===== config.mk =====
export PLATFORM = sky130hd
export DESIGN_NAME = pipeline_fetch_queue
export DESIGN_NICKNAME = d
export VERILOG_FILES = /design/src/rtl/pipeline_fetch_queue_pkg.sv /design/src/rtl/pipeline_fetch_queue_mem.sv /design/src/rtl/pipeline_fetch_queue.sv
export SDC_FILE = /design/constraint.sdc
export NUM_CORES = 1
export LEC_CHECK = 0
export CORE_MARGIN = 2
export CORE_UTILIZATION = 30
export CTS_CLUSTER_SIZE = 24
export DETAILED_ROUTE_END_ITERATION = 8
export PLACE_DENSITY = 0.48
export SLEW_MARGIN = 20
export SYNTH_ARGS = -nofsm -noshare
export SYNTH_HDL_FRONTEND = slang
export SYNTH_SLANG_ARGS = --single-unit

===== constraint.sdc =====
create_clock -name clk -period 6.8 [get_ports clk]
set_clock_uncertainty 0.2 [all_clocks]
set_input_delay 1.36 -clock clk [delete_from_list [all_inputs] [get_ports clk]]
set_output_delay 1.36 -clock clk [all_outputs]
set_load 0.01 [all_outputs]

===== src/rtl/pipeline_fetch_queue_pkg.sv =====
// Shared defines for the fetch queue: data bus width, default queue depth
// and the packed entry width helper.
package pipeline_fetch_queue_pkg;

  localparam int DATA_BUS          = 32;
  localparam int FETCH_QUEUE_DEPTH = 4;

  // One entry holds pc, instruction and the bubble flag.
  function automatic int entry_width(input int dw);
    return 2 * dw + 1;
  endfunction

endpackage


===== src/rtl/pipeline_fetch_queue_mem.sv =====
// Fetch queue storage: DEPTH x WIDTH register array, one synchronous write
// port, one asynchronous read port, cleared by synchronous reset.
module fetch_queue_mem #(
  parameter int WIDTH = 65,
  parameter int DEPTH = 4,
  parameter int AW    = $clog2(DEPTH)
) (
  input  logic             clk,
  input  logic             rst_n,
  input  logic             we,
  input  logic [AW-1:0]    waddr,
  input  logic [WIDTH-1:0] wdata,
  input  logic [AW-1:0]    raddr,
  output logic [WIDTH-1:0] rdata
);

  logic [WIDTH-1:0] r_mem [DEPTH];

  // Clear all entries on reset, otherwise write the addressed entry.
  always_ff @(posedge clk) begin
    if (!rst_n) begin
      for (int i = 0; i < DEPTH; i++) begin
        r_mem[i] <= '0;
      end
    end else if (we) begin
      r_mem[waddr] <= wdata;
    end
  end

  assign rdata = r_mem[raddr];

endmodule


===== src/rtl/pipeline_fetch_queue.sv =====
// Instruction fetch queue between fetch and decode.
// Circular FIFO with wrap-bit pointers; local and global flush empty it.
// Optional macro FETCH_QUEUE_BYPASS_EN: an entry arriving at an empty queue
// is presented on the head outputs in the same cycle, and is not stored if
// decode takes it immediately.
module pipeline_fetch_queue
  import pipeline_fetch_queue_pkg::*;
#(
  parameter int DATA_WIDTH = DATA_BUS,
  parameter int DEPTH      = FETCH_QUEUE_DEPTH
) (
  input  logic                       clk,
  input  logic                       rst_n,
  input  logic                       flush,
  input  logic                       global_flush,
  input  logic                       enq_valid,
  output logic                       enq_ready,
  input  logic [DATA_WIDTH-1:0]      pc_in,
  input  logic [DATA_WIDTH-1:0]      inst_in,
  input  logic                       bubble_in,
  output logic                       deq_valid,
  input  logic                       deq_ready,
  output logic [DATA_WIDTH-1:0]      pc_out,
  output logic [DATA_WIDTH-1:0]      inst_out,
  output logic                       bubble_out,
  output logic [$clog2(DEPTH+1)-1:0] count
);

  localparam int AW = $clog2(DEPTH);
  localparam int EW = entry_width(DATA_WIDTH);
  localparam int CW = $clog2(DEPTH + 1);

  logic [AW:0]   r_wptr;
  logic [AW:0]   r_rptr;
  logic          w_flush;
  logic          w_empty;
  logic          w_full;
  logic          w_enq;
  logic          w_deq;
  logic [EW-1:0] w_rdata;
  logic [EW-1:0] w_head;
  logic [AW:0]   w_diff;

  assign w_flush   = flush | global_flush;
  assign w_empty   = (r_wptr == r_rptr);
  assign w_full    = (r_wptr[AW-1:0] == r_rptr[AW-1:0]) && (r_wptr[AW] != r_rptr[AW]);
  assign enq_ready = !w_full;
  assign w_diff    = r_wptr - r_rptr;
  assign count     = CW'(w_diff);

`ifdef FETCH_QUEUE_BYPASS_EN
  logic w_byp;
  assign w_byp     = w_empty & enq_valid & !w_flush;
  assign deq_valid = !w_empty | w_byp;
  assign w_head    = w_empty ? {pc_in, inst_in, bubble_in} : w_rdata;
  assign w_deq     = !w_empty & deq_ready & !w_flush;
  // A bypassed entry consumed this cycle never occupies a slot.
  assign w_enq     = enq_valid & enq_ready & !w_flush & !(w_byp & deq_ready);
`else
  assign deq_valid = !w_empty;
  assign w_head    = w_rdata;
  assign w_deq     = deq_valid & deq_ready & !w_flush;
  assign w_enq     = enq_valid & enq_ready & !w_flush;
`endif

  assign {pc_out, inst_out, bubble_out} = deq_valid ? w_head : '0;

  // Pointer update: reset, then flush, take priority over the handshakes.
  always_ff @(posedge clk) begin
    if (!rst_n) begin
      r_wptr <= '0;
      r_rptr <= '0;
    end else if (w_flush) begin
      r_wptr <= '0;
      r_rptr <= '0;
    end else begin
      if (w_enq) r_wptr <= r_wptr + 1'b1;
      if (w_deq) r_rptr <= r_rptr + 1'b1;
    end
  end

  fetch_queue_mem #(
    .WIDTH(EW),
    .DEPTH(DEPTH),
    .AW   (AW)
  ) u_mem (
    .clk  (clk),
    .rst_n(rst_n),
    .we   (w_enq),
    .waddr(r_wptr[AW-1:0]),
    .wdata({pc_in, inst_in, bubble_in}),
    .raddr(r_rptr[AW-1:0]),
    .rdata(w_rdata)
  );

endmodule

==> results of run 1 <==
-- state kept, by name, indices dropped and copies added (netlist names), named ones only --
signal	cells
u_mem.r_mem	260
r_wptr	3
r_rptr	3
-- synthesized netlist by cell type, types with 2 or more instances --
master	instances	area [µm²]
edfxtp_1	260	7810
and3_1	195	1220
and2_1	66	413
mux4_2	65	1460
nor2b_1	65	407
clkbuf_1	38	143
buf_6	23	259
nand2_1	12	45.0
buf_2	8	40.0
dfxtp_1	8	160
inv_1	6	22.5
mux2i_1	6	60.1
nor2_1	5	18.8
ha_1	4	50.1
o31ai_1	4	30.0
nand2b_1	3	18.8
a21boi_0	2	15.0
a21oi_1	2	10.0
buf_1	2	7.51
-- area by class of cell --
type	instances	area (µm²)	area share (%)
Tap cell	532	666	4.39
Multi-Input combinational cell	438	3940	26.0
Inverter	6	22.5	0.149
Sequential cell	268	7980	52.6
Clock buffer	37	798	5.27
Timing Repair Buffer	158	1550	10.2
Clock inverter	17	200	1.32
-- power by group through the flow --
stage                     clock, mW  sequential, mW  combinational (mW)
after global routing           1.77            1.90               0.230
after global placement            0            1.93               0.217
after CTS                      1.70            1.89               0.217
after floorplan                   0            1.93               0.102
final                          1.65            1.89               0.211
after detailed placement          0            1.93               0.216
-- logic make-up (layout without fill, tap and decap cells) --
| kind of cell | Yosys count | count (layout) | synth area share (%) |
|---|---|---|---|
| and+or+nand+nor | 347 | 347 | 17.4 |
| DFF | 268 | 268 | 64.8 |
| buffers and inverters | 78 | 218 | 3.88 |
| muxes | 71 | 71 | 12.4 |
| AOI/OAI and AO/OA | 12 | 12 | 0.702 |
| adders and majority gates | 5 | 5 | 0.570 |
| xor gates and xnor gates | 3 | 3 | 0.275 |
-- per-stage QoR --
stage / cells / setup TNS, ps / hold slack [ps]
after CTS: 1456 / 0 / 323
final: 1456 / 0 / 324
after detailed placement: 1402 / 0 / 316
after global routing: 1456 / 0 / 346
after floorplan: 784 / -107680 / 285
after global placement: 1402 / 0 / 317
-- worst min path at each step --
stage	endpoint	slack (ps)
floorplan	flop	280
global placement	r_wptr[2]	320
detailed placement	flop	320
CTS	flop	320
global route	flop	350
finish	flop	320
-- worst max-delay path, stage by stage, from the launching register on --
cell	delay (ps)
dfxtp_1	620
inv_1	290
ha_1	400
nand2_1	160
nor2_4	440
buf_4	420
nor2b_1	90
clkdlybuf4s50_1	510
-- metal layers --
metal	share of wire (%)	track usage (%)	up-vias
met1	43	18.3	3485
met3	4.8	2.46	32
li1	-	-	3232
met4	1.2	2.68	2
met2	51	24.9	126
met5	0.044	0	-
==> impl_metrics.env, run 1 <==
export IMPL_die_w_um=206
export IMPL_synth_ff_type="edfxtp_1"
export IMPL_grt_max_degree=145
export IMPL_grt_overflow_total=0
export IMPL_holdCritPathClass="flop to flop"
export IMPL_cts_tree="done"
export IMPL_num_nets_final=979
export IMPL_syn_cell_area_um2=12300
export IMPL_worstPathMaxFanout=30
export IMPL_syn_mean_instance_area_um2=15.7
export IMPL_num_vias=6877
export IMPL_rrSetupSlack_ps=2950
export IMPL_power_frac_comb_pct=5.6
export IMPL_min_period_ps=5080
export IMPL_wl_per_cell_um=20.5
export IMPL_end_kind="output pin"
export IMPL_cts_root_buf="clkbuf_16"
export IMPL_port_buffers=140
export IMPL_antenna_found_initial=1
export IMPL_pin_count=141
export IMPL_rr_endpoint="u_mem.r_mem[3][8]"
export IMPL_grt_pass1_wl_mm=45.3
export IMPL_place_gp_congestion=0.680
export IMPL_drive_above_1_share_pct=14.7
export IMPL_seqPwrFrac_pct=50.4
export IMPL_synth_distinct_cells=29
export IMPL_postLayoutCoreUtil_pct=37.3
export IMPL_die_area_um2=42600
export IMPL_rsz0062_at_grt="no"
export IMPL_avgViaCountPerCell=4.72
export IMPL_worstMarginPinSlew_ps=952
export IMPL_yosysSeqAreaShare_pct=64.8
export IMPL_rows=74
export IMPL_critPathArrivalTime_ps=3520
export IMPL_setup_worst_path_end="inst_out[18]"
export IMPL_cts_hold_buf=0
export IMPL_final_common_cell="edfxtp_1"
export IMPL_path_class="flop to output pin"
export IMPL_synth_seq_cells=268
export IMPL_fmax_mhz=197
export IMPL_drt_iter0_markers=355
export IMPL_grt_pass1_vias=7403
export IMPL_fill_cells=3841
export IMPL_run_status="finished, final reports clean"
export IMPL_startpoint="r_wptr[0]"
export IMPL_clock_latency_ps=540
export IMPL_hold_path_depth=2
export IMPL_fin_crit_sh_pct=74.6
export IMPL_n_antenna_cell=0
export IMPL_worst_setup_path_start_kind="flop"
export IMPL_power_density_nw_per_um2=248
export IMPL_place_area_um2=14200
export IMPL_hold_violations=0
export IMPL_cts_buffer_depth=3
export IMPL_synth_edff_count=260
export IMPL_place_ws_ps=2110
export IMPL_switching_share_pct=20.5
export IMPL_reg2reg_depth=7
export IMPL_setup_ws_ps=1720
export IMPL_report_final_slew_viol_count=0
export IMPL_p_int_mw=2.99
export IMPL_yosysWarnings=0
export IMPL_setup_viol=0
export IMPL_clkPwrFrac_pct=44.0
export IMPL_p_total_mw=3.76
export IMPL_clock_sinks=268
export IMPL_start_util_pct=30.2
export IMPL_die_h_um=206
export IMPL_coreArea_um2=40600
export IMPL_numCtsBuffers=31
export IMPL_cts_clk_slew_worst_paths_ps=60
export IMPL_dp_hpwl_mm=16.1
export IMPL_syn_to_final_growth_pct=23.3
export IMPL_peakVddDrop_mv=0.163
export IMPL_mostFrequentLayoutCells="260 x edfxtp_1, 195 x and3_1, 140 x clkdlybuf4s50_1"
export IMPL_r2r_start="r_wptr[0]"
export IMPL_ctsResizeCount=0
export IMPL_ctsHtreeMaxLevel=1
export IMPL_synthesis_nets=860
export IMPL_required_ps=5240
export IMPL_postLayoutCellArea_um2=15200
export IMPL_hold_start="r_rptr[0]"
export IMPL_switchingPower_uw=769
export IMPL_ys_async_sr_fraction_pct=0
export IMPL_grtUsageTotal_pct=14.1
export IMPL_routed_wirelength_mm=29.8
export IMPL_p_leak_nw=5.83
export IMPL_drcViolationCount=0
export IMPL_post_cts_buffers=0
export IMPL_relSlewSlack_pct=36.5
export IMPL_antenna_left=0
export IMPL_drtPass1Iterations=4
export IMPL_cap_violations=0
export IMPL_synth_cells=784
(Power assumes the default switching activity.)
==> inputs of run 2 (changes only) <==
- PLACE_DENSITY: 0.48 -> 0.46
- clock period: 6.8 -> 4.7 ns (I/O delays scaled with it)
==> run 2 against run 1 <==
- critical path depth rose by 1
- final area rose by 0.94%
- combinational power rose by 51%
==> impl_metrics.env, run 2 (synthesized netlist as in run 1, its figures left out) <==
export IMPL_grt_max_degree=61
export IMPL_postLayoutCoreUtil_pct=37.6
export IMPL_critical_path_max_stage_delay_ps=610
export IMPL_run_status="finished, final reports clean"
export IMPL_fill_cells=3821
export IMPL_syn_to_final_growth_pct=24.4
export IMPL_switchingPower_mw=1.13
export IMPL_die_w_um=206
export IMPL_dp_hpwl_mm=17.2
export IMPL_ctsResizeCount=0
export IMPL_fmax_mhz=231
export IMPL_hold_path_depth=2
export IMPL_regMostFlops="u_mem.r_mem"
export IMPL_port_buffers=140
export IMPL_final_common_cell="edfxtp_1"
export IMPL_grt_overflow_total=0
export IMPL_power_density_nw_per_um2=348
export IMPL_grt_pass1_wl_mm=46.6
export IMPL_switching_share_pct=21.2
export IMPL_fin_cells=1471
export IMPL_avgViaCountPerCell=4.76
export IMPL_clock_sinks=268
export IMPL_ctsHtreeMaxLevel=1
export IMPL_crit_family="buffers and inverters"
export IMPL_path_buf_inv=4
export IMPL_post_cts_buffers=0
export IMPL_cts_tree="done"
export IMPL_drt_iter0_markers=422
export IMPL_report_final_slew_viol_count=0
export IMPL_rr_endpoint="u_mem.r_mem[3][50]"
export IMPL_holdCritPathClass="flop to flop"
export IMPL_grtUsageTotal_pct=14.5
export IMPL_r2r_start="r_wptr[0]"
export IMPL_cts_clk_slew_worst_paths_ps=60
export IMPL_pin_count=141
export IMPL_rsz0062_at_grt="no"
export IMPL_fin_crit_sh_pct=92.3
export IMPL_antenna_found_initial=2
export IMPL_largest_reg_flops=260
export IMPL_critPathArrivalTime_ps=3200
export IMPL_cts_hold_buf=0
export IMPL_clock_latency_ps=550
export IMPL_antenna_left=0
export IMPL_reg2reg_depth=6
export IMPL_setup_ws_ps=362
export IMPL_reg_top3="u_mem.r_mem (260), r_rptr (3), r_wptr (3)"
export IMPL_cap_violations=0
export IMPL_routed_wirelength_mm=30.8
export IMPL_peakVddDrop_mv=0.264
export IMPL_num_nets_final=990
export IMPL_rrSetupSlack_ps=1430
export IMPL_worst_setup_path_start_kind="flop"
export IMPL_p_total_mw=5.32
export IMPL_hold_violations=0
export IMPL_numCtsBuffers=30
export IMPL_p_int_mw=4.19
export IMPL_coreArea_um2=40600
export IMPL_drtPass1Iterations=4
export IMPL_clkPwrFrac_pct=42.6
export IMPL_place_ws_ps=659
export IMPL_die_area_um2=42600
export IMPL_hold_worst_slack_ps=328
export IMPL_dp_cells=1409
export IMPL_path_class="flop to output pin"
export IMPL_required_ps=3560
export IMPL_drive_above_1_share_pct=15.7
export IMPL_slowest_stage="dfxtp_1"
export IMPL_die_h_um=206
export IMPL_grt_pass1_vias=7444
export IMPL_hold_start="r_rptr[0]"
export IMPL_start_util_pct=30.2
export IMPL_seqPwrFrac_pct=51.4
export IMPL_relSlewSlack_pct=39.4
export IMPL_end_kind="output pin"
export IMPL_min_period_ps=4340
export IMPL_worstMarginPinSlew_ps=907
export IMPL_cts_buffer_depth=3
export IMPL_worstPathMaxFanout=9
export IMPL_p_leak_nw=5.89
export IMPL_wl_per_cell_um=20.9
export IMPL_crit_chain="inv_1 -> ha_1 -> nand2_1 -> nor2_4 -> buf_12 -> buf_4 -> nor2b_1 -> clkdlybuf4s50_1"
export IMPL_power_frac_comb_pct=6.0
export IMPL_place_gp_congestion=0.702
export IMPL_setup_viol=0
export IMPL_mostFrequentLayoutCells="260 x edfxtp_1, 195 x and3_1, 140 x clkdlybuf4s50_1"
export IMPL_cts_root_buf="clkbuf_16"
export IMPL_num_vias=7009
export IMPL_drcViolationCount=0
export IMPL_rows=74
## run 2: per-layer routing
layer,routed length [µm],vias up,track usage (%)
met4,388,4,2.58
met5,27,-,0
met3,1550,36,2.63
met2,15300,139,24.8
li1,-,3277,-
met1,13600,3553,19.5
## run 2: metrics by stage
step                      TNS, ps  area (µm²)
after floorplan            -28760       12300
after detailed placement        0       14300
after global routing            0       15300
final                           0       15300
after CTS                       0       15200
after global placement          0       14300
## run 2: power by group through the flow
stage	Combinational [mW]	Sequential, mW	Clock (mW)
after global placement	0.325	2.78	0
after CTS	0.325	2.74	2.34
after detailed placement	0.323	2.79	0
after floorplan	0.149	2.79	0
final	0.319	2.74	2.27
after global routing	0.347	2.74	2.44
## run 2: how the worst max path moves through the flow
stage | from | to | slack (ps) | cells after the start
2_1_floorplan | global_flush | u_mem.r_mem[0][0] | -110 | 3
6_report | r_wptr[0] | pc_out[24] | 360 | 8
3_3_place_gp | r_wptr[0] | inst_out[29] | 750 | 7
3_5_place_dp | r_wptr[0] | inst_out[29] | 660 | 7
4_1_cts | r_wptr[0] | inst_out[29] | 60 | 7
5_1_grt | r_wptr[0] | pc_out[24] | 180 | 8
## run 2: worst reg2reg max path, stage by stage, from the launching register on
cell and delay [ps]:
dfxtp_1 610, inv_1 280, ha_1 390, nand2_1 190
o211ai_1 340, o31ai_4 300, buf_4 550
## run 2: final cells by class
type                       count  area, µm²  share of cell area, %
sequential                   268       7980                   52.1
timing repair buffer         170       1740                   11.4
tap                          532        666                   4.35
clock inverter                19        171                   1.12
multi-input combinational    438       3940                   25.8
antenna                        1       2.50                 0.0164
inverter                       6       22.5                  0.147
clock buffer                  37        777                   5.08
==> inputs of run 3 (changes only) <==
- CORE_MARGIN: 2 -> not set
==> run 3 against run 2 <==
- sequential power barely moved
- clock power down 7%
- maximum frequency increased by 1.4%
- non-clock buffer count fell by 8
- sequential share of layout area is 0.60 points higher
- largest power group unchanged
- register-to-register slack gained 150 ps
- sequential cell count unchanged
- worst hold slack got worse by 3.6 ps
- first-iteration DRC count fell by 27%
- total power decreased by 2.8%
- count of clock-buffer cells in the layout is 4 higher
- critical endpoint is now pc_out[20]
- final area is 1.1% lower
==> impl_metrics.env, run 3 (synthesized netlist as in run 1, its figures left out) <==
export IMPL_grtUsageTotal_pct=14.9
export IMPL_mostFrequentLayoutCells="260 x edfxtp_1, 195 x and3_1, 140 x clkdlybuf4s50_1"
export IMPL_antenna_found_initial=4
export IMPL_switching_share_pct=21.6
export IMPL_switchingPower_mw=1.12
export IMPL_rsz0062_at_grt="no"
export IMPL_cap_violations=0
export IMPL_hold_violations=0
export IMPL_power_frac_comb_pct=6.1
export IMPL_routed_wirelength_mm=30.8
export IMPL_wl_per_cell_um=21.2
export IMPL_avgViaCountPerCell=4.73
export IMPL_port_buffers=140
export IMPL_min_period_ps=4280
export IMPL_critPathArrivalTime_ps=3140
export IMPL_seqCellArea_um2=7980
export IMPL_run_status="finished, final reports clean"
export IMPL_grt_overflow_total=0
export IMPL_path_class="flop to output pin"
export IMPL_p_int_mw=4.06
export IMPL_die_area_um2=41800
export IMPL_clock_sinks=268
export IMPL_numCtsBuffers=31
export IMPL_cts_tree="done"
export IMPL_worstPathMaxFanout=25
export IMPL_cts_root_buf="clkbuf_16"
export IMPL_fill_cells=3767
export IMPL_drcViolationCount=0
export IMPL_place_ws_ps=722
export IMPL_hold_worst_slack_ps=325
export IMPL_dp_hpwl_mm=16.8
export IMPL_pin_count=141
export IMPL_die_h_um=204
export IMPL_antenna_left=0
export IMPL_clkPwrFrac_pct=41.0
export IMPL_cpMostUsedCell="buf_4"
export IMPL_place_gp_congestion=0.676
export IMPL_start_util_pct=30.7
export IMPL_setup_ws_ps=422
export IMPL_power_density_nw_per_um2=342
export IMPL_worst_setup_path_start_kind="flop"
export IMPL_rows=73
export IMPL_holdCritPathClass="flop to flop"
export IMPL_fmax_mhz=234
export IMPL_syn_to_final_growth_pct=23.0
export IMPL_num_vias=6876
export IMPL_largest_reg_flops=260
export IMPL_required_ps=3560
export IMPL_cts_buffer_depth=3
export IMPL_final_common_cell="edfxtp_1"
export IMPL_ctsHtreeMaxLevel=1
export IMPL_end_kind="output pin"
export IMPL_worstMarginPinSlew_ps=916
export IMPL_report_final_slew_viol_count=0
export IMPL_p_leak_nw=5.80
export IMPL_multi_input_area_um2=3940
export IMPL_coreArea_um2=40100
export IMPL_clock_latency_ps=550
export IMPL_fin_crit_sh_pct=91.0
export IMPL_grt_pass1_vias=7400
export IMPL_slowest_stage="clkdlybuf4s50_1"
export IMPL_drive_above_1_share_pct=14.8
export IMPL_die_w_um=204
export IMPL_grt_max_degree=129
export IMPL_num_nets_final=983
export IMPL_drtPass1Iterations=5
export IMPL_drt_iter0_markers=309
export IMPL_seqPwrFrac_pct=52.9
export IMPL_cts_clk_slew_worst_paths_ps=60
export IMPL_critical_path_max_stage_delay_ps=490
export IMPL_crit_chain="inv_1 -> ha_1 -> nand2_1 -> nor2_4 -> buf_4 -> buf_4 -> nor2b_1 -> clkdlybuf4s50_1"
export IMPL_post_cts_buffers=0
export IMPL_grt_pass1_wl_mm=46.7
export IMPL_regMostFlops="u_mem.r_mem"
export IMPL_relSlewSlack_pct=38.7
export IMPL_cts_hold_buf=0
export IMPL_reg_top3="u_mem.r_mem (260), r_rptr (3), r_wptr (3)"
export IMPL_ctsResizeCount=0
export IMPL_setup_viol=0
export IMPL_p_total_mw=5.17
export IMPL_peakVddDrop_mv=0.252
-- run 3: worst paths after layout --
path | start | to | slack, ps | depth (start not counted)
min | r_rptr[2] | r_rptr[2] | 320 | 2
min reg2reg | r_rptr[2] | r_rptr[2] | 320 | 2
max reg2reg | r_wptr[0] | u_mem.r_mem[0][34] | 1580 | 6
max | r_wptr[0] | pc_out[20] | 420 | 8
-- run 3: worst max-delay path: cells and delay by family, from the launching register on --
kind | cells | cell delay, ps
buffers and inverters | 4 | 1380
flip-flops | 1 | 470
adder cells (fa/ha/maj) | 1 | 370
AND/OR/NAND/NOR | 3 | 360
-- run 3: layout make-up --
class | instances | share of cell area, %
clock inverter | 13 | 0.381
tap | 525 | 4.34
sequential | 268 | 52.7
clock buffer | 41 | 5.38
antenna | 1 | 0.0165
timing repair buffer | 162 | 10.9
inverter | 6 | 0.149
multi-input combinational | 438 | 26.1
-- run 3: per-stage QoR --
| step | TNS [ps] | cell area [µm²] | cells | utilization, % |
|---|---|---|---|---|
| 2_1_floorplan | -28760 | 12300 | 784 | - |
| 6_report | 0 | 15100 | 1454 | 37.7 |
| 4_1_cts | 0 | 15100 | 1453 | 37.7 |
| 3_3_place_gp | 0 | 14200 | 1399 | 35.5 |
| 5_1_grt | 0 | 15100 | 1453 | 37.7 |
| 3_5_place_dp | 0 | 14200 | 1399 | 35.5 |
-- run 3: routing by layer --
metal,GRT usage (%),routed length (µm),vias to the layer above
met5,0,46,-
met4,3.28,492,6
met3,2.89,1620,37
met2,24.7,14600,156
met1,20.2,14000,3435
li1,-,-,3242
-- run 3: power groups by stage --
stage	sequential [mW]	combinational, mW	clock (mW)
detailed placement	2.79	0.323	0
global placement	2.79	0.324	0
global route	2.74	0.342	2.29
finish	2.74	0.314	2.12
floorplan	2.79	0.149	0
CTS	2.74	0.324	2.20
